`src/rtl/sdram_burst_arbiter.sv`:
```
// Burst arbiter between the FIFO trigger stage and the SDRAM command core.
// Issues one write or read burst at a time, tracks fill level and wraps the linear pointers.
module sdram_burst_arbiter #(
    parameter int ADDR_W      = 22,
    parameter int BURST_LEN   = 256,
    parameter int ACK_TIMEOUT = 1023
) (
    input  logic              sclk,
    input  logic              s_rst,
    input  logic              init_done,
    input  logic              ref_busy,
    input  logic              wr_trig,
    input  logic              rd_trig,
    output logic              wr_req,
    input  logic              wr_ack,
    input  logic              wr_done,
    output logic [ADDR_W-1:0] wr_addr,
    output logic              rd_req,
    input  logic              rd_ack,
    input  logic              rd_done,
    output logic [ADDR_W-1:0] rd_addr,
    output logic [ADDR_W:0]   fill_level,
    output logic              busy,
    output logic              overflow,
    output logic              timeout_err
);

    typedef enum logic [2:0] {
        S_IDLE    = 3'd0,
        S_WR_REQ  = 3'd1,
        S_WR_BUSY = 3'd2,
        S_RD_REQ  = 3'd3,
        S_RD_BUSY = 3'd4
    } state_t;

    localparam int                TMO_W      = $clog2(ACK_TIMEOUT + 1);
    localparam logic [ADDR_W:0]   FULL_WORDS = {1'b1, {ADDR_W{1'b0}}};
    localparam logic [ADDR_W:0]   BURST_FILL = (ADDR_W + 1)'(BURST_LEN);
    localparam logic [ADDR_W-1:0] BURST_STEP = ADDR_W'(BURST_LEN);
    // Highest fill level at which a whole burst still fits without overrunning unread data.
    localparam logic [ADDR_W:0]   WR_LIMIT   = FULL_WORDS - BURST_FILL;
    localparam logic [TMO_W-1:0]  TMO_LAST   = TMO_W'(ACK_TIMEOUT - 1);

    state_t              state_q, state_d;
    logic [TMO_W-1:0]    tmo_q, tmo_d;
    logic [ADDR_W-1:0]   wr_addr_q, wr_addr_d;
    logic [ADDR_W-1:0]   rd_addr_q, rd_addr_d;
    logic [ADDR_W:0]     fill_q, fill_d;
    logic                wr_req_q, wr_req_d;
    logic                rd_req_q, rd_req_d;
    logic                busy_q, busy_d;
    logic                overflow_q, overflow_d;
    logic                timeout_q, timeout_d;
    logic                gate_s;
    logic                tmo_hit_s;

    assign gate_s    = init_done & ~ref_busy;
    assign tmo_hit_s = (tmo_q == TMO_LAST);

    // Next-state, pointer, fill and sticky-flag computation.
    always_comb begin
        state_d    = state_q;
        wr_addr_d  = wr_addr_q;
        rd_addr_d  = rd_addr_q;
        fill_d     = fill_q;
        overflow_d = overflow_q;
        timeout_d  = timeout_q;
        tmo_d      = '0;
        case (state_q)
            S_IDLE: begin
                if (gate_s) begin
                    if (wr_trig && (fill_q <= WR_LIMIT)) begin
                        state_d = S_WR_REQ;
                    end else if (rd_trig && (fill_q >= BURST_FILL)) begin
                        state_d = S_RD_REQ;
                    end else begin
                        state_d = S_IDLE;
                    end
                    // A refused write still flags overflow even when a read is chosen instead.
                    if (wr_trig && (fill_q > WR_LIMIT)) begin
                        overflow_d = 1'b1;
                    end else begin
                        overflow_d = overflow_q;
                    end
                end else begin
                    state_d = S_IDLE;
                end
            end
            S_WR_REQ: begin
                if (wr_ack) begin
                    state_d = S_WR_BUSY;
                end else if (tmo_hit_s) begin
                    state_d   = S_IDLE;
                    timeout_d = 1'b1;
                end else begin
                    state_d = S_WR_REQ;
                end
            end
            S_WR_BUSY: begin
                if (wr_done) begin
                    wr_addr_d = wr_addr_q + BURST_STEP;
                    fill_d    = fill_q + BURST_FILL;
                    state_d   = S_IDLE;
                end else if (tmo_hit_s) begin
                    state_d   = S_IDLE;
                    timeout_d = 1'b1;
                end else begin
                    state_d = S_WR_BUSY;
                end
            end
            S_RD_REQ: begin
                if (rd_ack) begin
                    state_d = S_RD_BUSY;
                end else if (tmo_hit_s) begin
                    state_d   = S_IDLE;
                    timeout_d = 1'b1;
                end else begin
                    state_d = S_RD_REQ;
                end
            end
            S_RD_BUSY: begin
                if (rd_done) begin
                    rd_addr_d = rd_addr_q + BURST_STEP;
                    fill_d    = fill_q - BURST_FILL;
                    state_d   = S_IDLE;
                end else if (tmo_hit_s) begin
                    state_d   = S_IDLE;
                    timeout_d = 1'b1;
                end else begin
                    state_d = S_RD_BUSY;
                end
            end
            default: begin
                state_d = S_IDLE;
            end
        endcase
        // The watchdog restarts on every state entry and idles at zero.
        if ((state_d == S_IDLE) || (state_d != state_q)) begin
            tmo_d = '0;
        end else begin
            tmo_d = tmo_q + 1'b1;
        end
        wr_req_d = (state_d == S_WR_REQ);
        rd_req_d = (state_d == S_RD_REQ);
        busy_d   = (state_d != S_IDLE);
    end

    // State and output registers.
    always_ff @(posedge sclk or posedge s_rst) begin
        if (s_rst) begin
            state_q    <= S_IDLE;
            tmo_q      <= '0;
            wr_addr_q  <= '0;
            rd_addr_q  <= '0;
            fill_q     <= '0;
            wr_req_q   <= 1'b0;
            rd_req_q   <= 1'b0;
            busy_q     <= 1'b0;
            overflow_q <= 1'b0;
            timeout_q  <= 1'b0;
        end else begin
            state_q    <= state_d;
            tmo_q      <= tmo_d;
            wr_addr_q  <= wr_addr_d;
            rd_addr_q  <= rd_addr_d;
            fill_q     <= fill_d;
            wr_req_q   <= wr_req_d;
            rd_req_q   <= rd_req_d;
            busy_q     <= busy_d;
            overflow_q <= overflow_d;
            timeout_q  <= timeout_d;
        end
    end

    assign wr_req      = wr_req_q;
    assign rd_req      = rd_req_q;
    assign wr_addr     = wr_addr_q;
    assign rd_addr     = rd_addr_q;
    assign fill_level  = fill_q;
    assign busy        = busy_q;
    assign overflow    = overflow_q;
    assign timeout_err = timeout_q;

endmodule

```
`config.mk`:
```
export PLATFORM = sky130hd
export DESIGN_NAME = sdram_burst_arbiter
export DESIGN_NICKNAME = d
export VERILOG_FILES = /design/src/rtl/sdram_burst_arbiter.sv
export SDC_FILE = /design/constraint.sdc
export NUM_CORES = 1
export LEC_CHECK = 0
export CORE_AREA = 4 4 103 105
export CTS_CLUSTER_SIZE = 14
export DETAILED_ROUTE_END_ITERATION = 6
export DIE_AREA = 0 0 107 109
export GPL_TIMING_DRIVEN = 0
export PLACE_DENSITY = 0.67
export SYNTH_ARGS = -nofsm -noshare
export SYNTH_HDL_FRONTEND = slang
export SYNTH_SLANG_ARGS = --single-unit
```
`constraint.sdc`:
```
create_clock -name sclk -period 2.19 [get_ports sclk]
set_clock_uncertainty 0.2 [all_clocks]
set_input_delay 0.438 -clock sclk [delete_from_list [all_inputs] [get_ports sclk]]
set_output_delay 0.438 -clock sclk [all_outputs]
set_load 0.01 [all_outputs]
```
Word level (Yosys, flattened, before mapping). Index checks and enable logic that the tools add are counted.

Bits in latches: 0. Bits in registers: 85. Bits in writable memories: 0. Memories: 0. Memory bits (read-only): 0. Output and inout port bits: 72.

Div/mod/pow operators: 0. $mul: 0. Equal/unequal tests: 14. Shifts and indexed selects: 0. Bitwise operators: 2. Reductions and logical operators: 14. Mux-type cells: 22. Add/sub/neg operators: 5. Magnitude comparators: 3.

Operator list (count): $mux 23 (2); $pmux 23 s2 (1); $add 22x9->22 const B (2); $add 23x9->23 const B (1); $ge 23x9->1 const B (1); $gt 23x22->1 const B (1); $le 23x22->1 const B (1); $sub 23x9->23 const B (1); $pmux 3 s5 (1); $mux 2 (6); $mux 3 (4); $ne 2x2->1 const B (6); $add 10x1->10 const B (1); $eq 10x10->1 const B (1); $mux 10 (1); $eq 3x2->1 const B (3); $eq 3x1->1 const B (2); $logic_not 3->1 (2); $mux 1 (6); $reduce_and 3->1 (2); $reduce_and 5->1 (1); $pmux 1 s4 (1); $reduce_and 2->1 (2); $reduce_bool 4->1 (1); other kinds (8) (10).

Logic depth before layout (Yosys ltp).
Word-level depth: 9. Mapped depth: 7. Depth with buffers taken out: 7.

Worst setup path after synthesis. Ideal clock, no wire load.

Path kind: flip-flop to flip-flop. Start: reg fill_q[10] (netlist: fill_level[10]). End: reg busy_q (netlist: busy). Buffers on the path: 1. Arrival: 1877 ps. Cell stages (with the launch flop): 6. Path slack: -19 ps. Library setup time: 132 ps. Data required time: 1858 ps. Cells stage by stage: dfrtp_1 -> buf_2 -> or4_1 -> nor4_2 -> a31oi_1 -> or3b_1.

Longest elaborated chain between the ends: 7. Elaborated cells between the ends (all ways): 9. Classes of those cells: 2 x order compare; 4 x mux; 3 x reduce/logical.

Ends and longest elaborated chain: from (decl) (RTL line 48) `logic [ADDR_W:0] fill_q, fill_d;`; from (signal assigned) (RTL line 166) `fill_q <= fill_d;`; $ge 23x9->1 (RTL line 74) `end else if (rd_trig && (fill_q >= BURST_FILL)) begin`; $logic_and 1x1->1 (RTL line 74); $mux 2 (RTL line 74); $mux 2 * (RTL line 72) `if (wr_trig && (fill_q <= WR_LIMIT)) begin`; $mux 3 * (RTL line 71) `if (gate_s) begin`; $pmux 3 s5 * (RTL line 69) `case (state_q)`; $reduce_bool 3->1 * (RTL line 145) `busy_d = (state_d != S_IDLE);`; net busy_d (RTL line 51) `logic busy_q, busy_d;`; to (signal assigned) (RTL line 169) `busy_q <= busy_d;`; to (decl) (RTL line 51).

The timed path passes the listed nets; every way through them passes the cells marked *. A chain may end at the register's enable or synchronous reset.

Worst setup path in the final report.
Start: reg fill_q[8] (netlist: fill_level[8]). End: reg busy_q (netlist: busy).

The elaborated chain is that of the path after synthesis.

==> impl_summary.txt <==
----------------------------------------------------
[Placement]
  HPWL after DPL ... 5.372 mm
  RD Place Congestion ... about 0.8
  Post-place instance area ... 4104 µm²
  Pre-CTS worst setup slack ... -0.5786 ns
  Total of buffers placed on input and output ports ... 57

[Routing]
  Drt total wl ... roughly 7.5 mm
  Number of detailed-route iterations in the first pass ... 4
  Via density ... roughly 4.6
  Vias ... approximately 2.6k
  Per-cell routed wire length ... ~13 µm
  Detail Route Antenna Nets ... 0
  Number of remaining DRC errors ... 0
  Drt initial violations ... 74

[STA]
  Ratio of final minimum period to clock period ... 98.50%
  Max Transition Viols Final ... 0
  Maximum operating frequency ... 463.6 MHz
  Post-layout min period ... ~2.2 ns
  Final Hold Vio Count ... 0
  Final setup viols ... 0
  Min setup slack post-route ... roughly 0.033 ns
  RSZ-0062 raised after global routing ... yes
  Final total negative setup slack ... 0 ns

[Global routing]
  Global-route usage over all layers ... a little over an eighth
  Overflow left after global routing ... 0
  First-pass GRT wire length ... approximately 13 mm
  Vias in the first global route ... around 2.7k
  Maximum number of pins on one net before global-route repair ... 43
  Antenna violations before repair ... 0

[Critical path]
  Register-to-Register Path Depth ... 4
  Minimum setup slack among reg-to-reg paths ... 0.03 ns
  Required arrival time at the worst endpoint ... between 2 and 2.5 ns
  Critical path data arrival time ... ~2.2 ns
  Maximum net fanout on the critical path ... 9
  Critical Path Sink Type ... register
  Category of the worst setup path launch point ... register
  Worst setup path class ... register to register

[Final layout]
  Share of post-route cells with drive strength above 1 ... around a fifth
  Post-layout instance area ... between 4000 and 5000 µm²
  Commonest non-fill, non-tap cells in the layout ... dfrtp_1, clkdlybuf4s50_1, buf_4
  Layout overhead on the synthesized area ... 38.94%
  Number of inserted diodes ... 0
  NumNets Final ... 448

[Clocking]
  Clock Root Buffer ... clkbuf_8
  TritonCTS clock tree ... built
  Clk Latency, worst-skew pair ... 0.34 ns
  H-tree depth reported by CTS ... 3
  # clock sinks ... 61
  TritonCTS Buffers ... 9
  Deepest clock path buffer count ... 2
  Clock-pin slew of the registers on the worst-case setup and hold paths ... 0.08 ns

[Die]
  Count of standard-cell rows ... 36
  Initial core utilization ... about a third
  Count of boundary I/O pins ... 82
  Die Footprint ... 11660 µm²
  Y dimension of the die ... between 100 and 150 µm
  Die width ... between 100 and 150 µm
  Core footprint ... between 9000 and 10000 µm²

[Pwr]
  Post-layout power ... 4053 µW
  P_leak ... between 0.002 and 0.0025 µW
  Proportion of power drawn by flip-flops and latches ... around two fifths
  Part of the total power dissipated in the clock network ... between 20 and 25%
  Max VDD drop ... between 0.3 and 0.4 mV
  Net switching fraction of the power ... between 30% and 40%
  Proportion of power drawn by combinational gates ... about 36%
  Power per cell area ... around 900 nW/µm²
  Design internal power ... ~2600 µW
  Switching power total ... around 1400 µW

[Synth]
  Number of synthesis warnings ... 0
  Netlist cell types ... 49
  Xor/xnor cell area share of the yosys netlist ... a little over an eighth
  Synth Area in Simple Gates ... a little over a fifth
  Area fraction in compound gates after synthesis ... 6.618%
  Fraction of synthesized area in multiplexers ... 1.308%
  Summed instance area of the synthesized netlist ... roughly 3300 µm²
  Synth Instances ... 326
  Total of flip-flops plus latches after synthesis ... 61
  Dominant combinational cell family by area after synthesis ... simple AND/OR/NAND/NOR gates
  Sequential element share of the synthesized area ... between 40% and 50%
  Mean instance size in the synthesized netlist ... 9.975 µm²
  Adder and majority gate portion of the synthesized area ... under 10%

[Run status]
  Result of the run ... finished clean

[Min path]
  Type of the most critical hold path ... input port to async pin

[Run]
  Reported max-cap violation count ... 0

----------------------------------------------------
-- flip-flops by register name (all words and copies together), names as in the netlist --
register	cells
rd_addr	14
wr_req	1
overflow	1
busy	1
tmo_q	10
rd_req	1
state_q	3
timeout_err	1
fill_level	15
wr_addr	14
-- repair_timing --
action,in CTS,in global routing
buffers inserted,3,12
hold endpoints to repair,0,0
gates resized for setup,15,23
pin swaps,2,7
setup endpoints to repair,27,31
hold buffers,0,0
-- routing by layer --
metal	vias up	routed length [µm]	GRT usage, %
met3	6	397	4.500
li1	1284	-	-
met4	0	55	2.466
met2	79	3737	23.65
met1	1266	3331	16.09
met5	-	0	0
-- logic make-up (layout without fill, tap and decap cells) --
group | Yosys count | after routing
buf+inv | 43 | 130
compound gates | 32 | 32
simple gates | 129 | 129
other cells | 1 | 24
fa+ha+maj | 7 | 7
mux | 4 | 4
flops | 61 | 61
xor+xnor | 49 | 49
-- cell usage after synthesis, drive strengths merged --
library cell | instances | area share (%)
a31oi | 1 | 0.19
buf | 29 | 6.3
nor2b | 1 | 0.19
nor4b | 1 | 0.27
mux2 | 2 | 0.69
o21ai | 9 | 1.4
o32a | 1 | 0.31
conb | 1 | 0.12
clkbuf | 4 | 0.46
or3b | 3 | 0.81
a21boi | 1 | 0.23
and2b | 1 | 0.23
nand3b | 2 | 0.46
or4 | 3 | 0.81
xor2 | 27 | 7.3
and3 | 5 | 0.96
nor4 | 5 | 1.2
nand2b | 4 | 0.77
a31o | 2 | 0.54
a22oi | 2 | 0.46
a21oi | 7 | 1.1
nand2 | 26 | 3.0
nand3 | 15 | 2.3
a21o | 2 | 0.46
o21a | 2 | 0.46
nand4 | 16 | 3.3
or3 | 4 | 0.77
dfrtp | 61 | 47
nor2 | 30 | 3.5
o22a | 1 | 0.27
and4 | 1 | 0.27
nor3b | 3 | 0.69
mux2i | 2 | 0.62
inv | 10 | 1.2
nor4bb | 1 | 0.31
nor3 | 7 | 1.1
o22ai | 1 | 0.19
and4bb | 1 | 0.38
o32ai | 2 | 0.77
xnor2 | 22 | 5.9
a32oi | 1 | 0.27
ha | 7 | 2.7
-- worst max-delay path: stages, from the launching register on --
cell and delay (ns):
dfrtp_2 0.48, or4_4 0.59, nor4_4 0.22, a31oi_2 0.16, or3b_1 0.38
-- power by group through the flow --
| stage | Clock, µW | Combinational [µW] | Sequential, µW |
|---|---|---|---|
| final | 986 | 1480 | 1590 |
| after global routing | 1070 | 1620 | 1630 |
| after CTS | 1020 | 1330 | 1570 |
| after detailed placement | 0 | 1290 | 1580 |
| after global placement | 0 | 1260 | 1570 |
| after floorplan | 0 | 713 | 1600 |
-- per-stage QoR --
| stage | hold slack (ns) | cells | utilization (%) |
|---|---|---|---|
| 5_1_grt | 0.2489 | 569 | 46.87 |
| 3_5_place_dp | 0.2487 | 540 | 42.58 |
| 3_3_place_gp | 0.2568 | 539 | 42.37 |
| 4_1_cts | 0.2167 | 559 | 45.33 |
| 2_1_floorplan | 0.2671 | 349 | - |
| 6_report | 0.2085 | 569 | 46.87 |
-- area by class of cell --
class | count | area (µm²)
buffer | 31 | 235.2
clock buffer | 10 | 127.6
clock inverter | 6 | 63.81
fill | 933 | 5121
inverter | 10 | 37.54
multi-input combinational | 245 | 1653
sequential | 61 | 1531
tap | 133 | 166.4
timing repair buffer | 73 | 703.2
-- final timing paths --
check / endpoint / startpoint
max in group asynchronous: state_q[2] / s_rst
min in group sclk: overflow / overflow
hold / removal: rd_addr[17] / s_rst
setup reg to reg: busy / fill_level[8]
setup / recovery: busy / fill_level[8]
hold reg to reg: overflow / overflow
No activity file was read; power rests on OpenSTA's default activity.
